$ cat src/rtl/mem_ctrl_pkg.sv
// Shared types and constants for the memory controller: FSM encoding and
// fetch sequencing limits.
package mem_ctrl_pkg;

    // Width of every byte address on the instruction/memory buses.
    localparam int INST_ADDR_W = 32;

    // Bytes gathered per instruction fetch; the byte sequencer is built around 4.
    localparam int FETCH_BYTES = 4;

    // Value of the byte counter on the last address-issuing fetch cycle.
    localparam logic [1:0] CNT_LAST = 2'(FETCH_BYTES - 1);

    // Fetch sequencer states.
    typedef enum logic [1:0] {
        ST_IDLE  = 2'd0,  // no fetch in progress
        ST_FETCH = 2'd1,  // issuing byte addresses base+0 .. base+3
        ST_LAST  = 2'd2,  // last byte returning, word completes this cycle
        ST_HOLD  = 2'd3   // fetch queued behind MEM-stage traffic
    } state_e;

endpackage

$ cat src/rtl/mem_ctrl.sv
// Single-byte RAM owner. MEM-stage byte accesses pass straight through with
// absolute priority; IF-stage word fetches are sequenced as four byte reads
// in the gaps and returned as one little-endian word.
module mem_ctrl
    import mem_ctrl_pkg::*;
#(
    parameter int ADDR_W = INST_ADDR_W
) (
    input  logic              clk,
    input  logic              rst,
    input  logic              rdy,
    // MEM-stage byte port
    input  logic              mem_req_i,
    input  logic [ADDR_W-1:0] mem_addr_i,
    input  logic              mem_wr_i,
    input  logic [7:0]        mem_wdata_i,
    output logic [7:0]        mem_rdata_o,
    // IF-stage word fetch port
    input  logic              if_req_i,
    input  logic [ADDR_W-1:0] if_addr_i,
    input  logic              if_flush_i,
    output logic              if_valid_o,
    output logic [31:0]       if_inst_o,
    // RAM port
    input  logic [7:0]        ram_din_i,
    output logic [7:0]        ram_dout_o,
    output logic [ADDR_W-1:0] ram_a_o,
    output logic              ram_wr_o
);

    state_e            state_q, state_d;
    logic [1:0]        cnt_q, cnt_d;
    logic [ADDR_W-1:0] base_q, base_d;
    logic [2:0][7:0]   byte_q, byte_d;   // bytes 0..2; byte 3 goes straight into the word
    logic [31:0]       inst_q, inst_d;
    logic              valid_q, valid_d;

    // State register: everything freezes while rdy is low.
    always_ff @(posedge clk or posedge rst) begin
        // NOTE: sequential state uses non-blocking assignments so every register
        // samples pre-edge values regardless of block evaluation order.
        if (rst) begin
            state_q <= ST_IDLE;
            cnt_q   <= '0;
            base_q  <= '0;
            byte_q  <= '0;
            inst_q  <= '0;
            valid_q <= 1'b0;
        end else if (rdy) begin
            state_q <= state_d;
            cnt_q   <= cnt_d;
            base_q  <= base_d;
            byte_q  <= byte_d;
            inst_q  <= inst_d;
            valid_q <= valid_d;
        end
    end

    // Next-state logic: flush overrides everything, MEM traffic aborts a fetch.
    always_comb begin
        // NOTE: every output of this block gets a default first, so no path can
        // leave one unassigned and infer a latch.
        state_d = state_q;
        cnt_d   = cnt_q;
        base_d  = base_q;
        byte_d  = byte_q;
        inst_d  = inst_q;
        valid_d = 1'b0;

        if (if_flush_i) begin
            state_d = ST_IDLE;
            cnt_d   = '0;
            if (if_req_i) begin
                base_d = if_addr_i;
            end
        end else begin
            unique case (state_q)
                ST_IDLE: begin
                    if (if_req_i) begin
                        base_d  = if_addr_i;
                        cnt_d   = '0;
                        state_d = mem_req_i ? ST_HOLD : ST_FETCH;
                    end
                end
                ST_FETCH: begin
                    if (mem_req_i) begin
                        // Partial bytes are simply overwritten on the restart.
                        state_d = ST_HOLD;
                        cnt_d   = '0;
                    end else begin
                        // The byte addressed in the previous cycle is on ram_din_i now.
                        if (cnt_q != 2'd0) begin
                            byte_d[cnt_q - 2'd1] = ram_din_i;
                        end
                        if (cnt_q == CNT_LAST) begin
                            state_d = ST_LAST;
                        end else begin
                            cnt_d = cnt_q + 2'd1;
                        end
                    end
                end
                ST_LAST: begin
                    cnt_d = '0;
                    if (mem_req_i) begin
                        state_d = ST_HOLD;
                    end else begin
                        inst_d  = {ram_din_i, byte_q};
                        valid_d = 1'b1;
                        state_d = ST_IDLE;
                    end
                end
                ST_HOLD: begin
                    if (!mem_req_i) begin
                        state_d = ST_FETCH;
                        cnt_d   = '0;
                    end
                end
                default: begin
                    state_d = ST_IDLE;
                    cnt_d   = '0;
                end
            endcase
        end
    end

    // RAM mux: MEM stage always wins; fetch addresses only while in FETCH.
    always_comb begin
        ram_a_o    = '0;
        ram_wr_o   = 1'b0;
        ram_dout_o = '0;
        if (mem_req_i) begin
            ram_a_o    = mem_addr_i;
            ram_wr_o   = mem_wr_i & rdy;
            ram_dout_o = mem_wr_i ? mem_wdata_i : 8'h00;
        end else if (state_q == ST_FETCH) begin
            ram_a_o = base_q + ADDR_W'(cnt_q);
        end
    end

    assign mem_rdata_o = ram_din_i;
    assign if_inst_o   = inst_q;
    assign if_valid_o  = valid_q & rdy;

endmodule

$ cat config.mk
export PLATFORM = sky130hd
export DESIGN_NAME = mem_ctrl
export DESIGN_NICKNAME = d
export VERILOG_FILES = /design/src/rtl/mem_ctrl_pkg.sv /design/src/rtl/mem_ctrl.sv
export SDC_FILE = /design/constraint.sdc
export NUM_CORES = 1
export LEC_CHECK = 0
export BUFFER_PORTS_ARGS = -buffer_cell sky130_fd_sc_hd__buf_4
export CORE_UTILIZATION = 50
export DETAILED_ROUTE_END_ITERATION = 6
export PLACE_DENSITY = 0.79
export RECOVER_POWER = 25
export SETUP_SLACK_MARGIN = 0.05
export SLEW_MARGIN = 20
export SYNTH_ARGS = -nofsm -noshare
export SYNTH_HDL_FRONTEND = slang
export SYNTH_SLANG_ARGS = --single-unit
export TNS_END_PERCENT = 10
$ cat constraint.sdc
create_clock -name clk -period 7.4 [get_ports clk]
set_input_delay 1.85 -clock clk [delete_from_list [all_inputs] [get_ports clk]]
set_output_delay 1.85 -clock clk [all_outputs]
set_load 0.02 [all_outputs]
==> impl_metrics.ini <==
[sta]
fmaxAchievable_mhz = 178
skew_ns = 0.0149
post-route-period-util_pct = 75.8
final-setup-viol-count = 0
final_max_slew_viol_count = 37
rsz0062_at_grt = false
hold_viol_final = 0
final.setup.tns_ns = 0
period_needed_ns = 5.61
relSlewSlack_pct = -8.89
hold_slack_ns = 0.502
tightest_slew_ns = 1.62

[clocking]
clkSlewWorstSetupHoldPaths_ns = 0.09
cts-root-buf = clkbuf_8
clkSinkCount = 93
post_cts_buffers = 0
cts_resized = 0
ctsHoldBuffers = 0
insertion_delay_ns = 0.36
cts_buffer_depth = 2
numCtsBuffers = 9
htreeDepth = 3
cts_tree = done

[route]
ant_nets = 0
vias_per_cell = 5.61
drt_iter0_drc = 189
wl_met1_um = 5050
avgRoutedWirePerCell_um = 16.8
top_layer = met4
drc_errors = 0
vias = 4120
drt-total-wl_um = 12400
route.met2.wl_um = 6090
drt_first_pass_iters = 4
dr_wl_met3_um = 1050

[synth]
yosys.area.top_type = dfrtp_1
yosys-top-cells-count = dfrtp_1 (93), mux2_2 (87), nand2_1 (41)
synth-edff-count = 0
syn_nets = 545
synth.yosys.seq_area_share_pct = 46.6
async_flop_share_pct = 100
yosys_register_bits = 93
synth_area_leaders = dfrtp_1 (47%), mux2_2 (20%), nand2_1 (3.1%)
synth_cell_type_count = 52
ys_warn_count = 0
syn_inst = 450
yosys_most_used_dff = dfrtp_1
synth_top_area_share_pct = 46.6
synth_area_per_cell_um2 = 11.1
syn_area_um2 = 4990
yosysMostFrequentCell = dfrtp_1

[worst_hold_path]
holdPathStages = 1
hold_start = byte_q[10]$_DFFE_PP0P_
hold-path-endpoint = if_inst_o[10]$_DFFE_PP0P_
min_path_type = reg2reg

[critical_path]
crit_fanout = 49
criticalPathCategory = in2out
ff2ff_setup_slack_ns = 5.33
cp-start-kind = input port
critPathArrivalTime_ns = 3.76
rr_worst_depth = 4
crit_start = mem_req_i
r2r_end = base_q[28]$_DFFE_PP0P_
required_ns = 5.55
cp-end-kind = output port
reg2reg_from = state_q[1]$_DFFE_PP0P_

[job]
drv_cap = 1

[pwr]
powerDensity_nw_per_um2 = 201
total_power_w = 0.00129
ir_drop_mv = 0.126
p_leak_nw = 3.10

[placed_design]
place.port_buffers = 168
dp_hpwl_um = 8980
place_inst = 719
place.gp.congestion = 0.874

[final_layout]
syn2layout_area_growth_pct = 28.2
fin_util_pct = 65.7
final_layout_size_suffix_gt1_share_pct = 44.5
fin_cells = 735
antenna_cells = 0
final_nets = 692

[outcome]
outcome = finished, violations left
violations = max-capacitance violations, max-slew violations

[grt]
track_usage_pct = 24.4
overflow = 0
grt_max_degree = 59
antenna_found_initial = 0
grt_pass1_vias = 4113
grt_pass1_wl_um = 19600

[die]
start_util_pct = 51.3
core_area_um2 = 9730
ios = 169
die_w_um = 102
die-area_um2 = 10400
rows = 36
fp.dieH_um = 102
## through the flow
| step | cell area (um2) | setup WS (ns) |
|---|---|---|
| 3_3_place_gp | 6260 | 1.85 |
| 5_1_grt | 6400 | 1.69 |
| 4_1_cts | 6460 | 1.80 |
| 2_1_floorplan | 4990 | 2.33 |
| 6_report | 6400 | 1.79 |
| 3_5_place_dp | 6260 | 1.82 |
## cells by family after synthesis
kind of cell    Yosys count  share of synthesized area, %
xor+xnor                 11                          1.93
mux                      87                          19.6
simple gates            139                          15.4
compound gates           66                          9.60
buf+inv                  46                          4.64
fa+ha+maj                 8                          2.16
flops                    93                          46.6
## placed cells by master, fill, tap and decap left out, drive strengths merged, types with 9 or more instances in the layout
| cell type | count |
|---|---|
| buf | 154 |
| dfrtp | 93 |
| mux2 | 87 |
| nand2 | 41 |
| clkbuf | 27 |
| nor2 | 18 |
| and3 | 16 |
| nand3 | 16 |
| o21ai | 15 |
| nand4 | 12 |
| inv | 10 |
| o211ai | 9 |
## power breakdown
part | internal [W] | switching (W)
clock network | 0.000157 | 0.000181
logic | 0.000153 | 0.000158
registers | 0.000564 | 0.0000738
## critical path: stages
cell and delay (ns):
buf_4 0.26, or3b_2 0.78, nor2_1 0.16, or4b_1 0.45, nand3_1 0.11, buf_4 0.14
## per-layer routing
| metal | vias to the layer above | global-route usage (%) |
|---|---|---|
| met5 | - | 0 |
| met4 | 0 | 9.12 |
| met3 | 18 | 6.77 |
| met2 | 175 | 41.0 |
| met1 | 1985 | 30.1 |
| li1 | 1942 | - |
## worst max path at each step
stage                  end  depth (start not counted)  slack [ns]
3_3_place_gp   ram_a_o[26]                          6        1.85
4_1_cts        ram_a_o[26]                          6        1.80
2_1_floorplan  ram_a_o[28]                          6        2.33
6_report       ram_a_o[26]                          6        1.79
3_5_place_dp   ram_a_o[26]                          6        1.82
5_1_grt        ram_a_o[26]                          6        1.69
## layout make-up
cell class                 instances  area [um2]
timing repair buffer             172        1230
fill                             795        3330
multi-input combinational        311        2440
sequential                        93        2330
clock inverter                     7        73.8
clock buffer                       9         124
inverter                          10        38.8
tap                              133         166
## state kept, by name (all words and copies together) (netlist names)
signal	count
base_q	32
byte_q	24
cnt_q	2
if_inst_o	32
state_q	2
valid_q	1
Note: power is estimated with default switching activity, not from simulation.
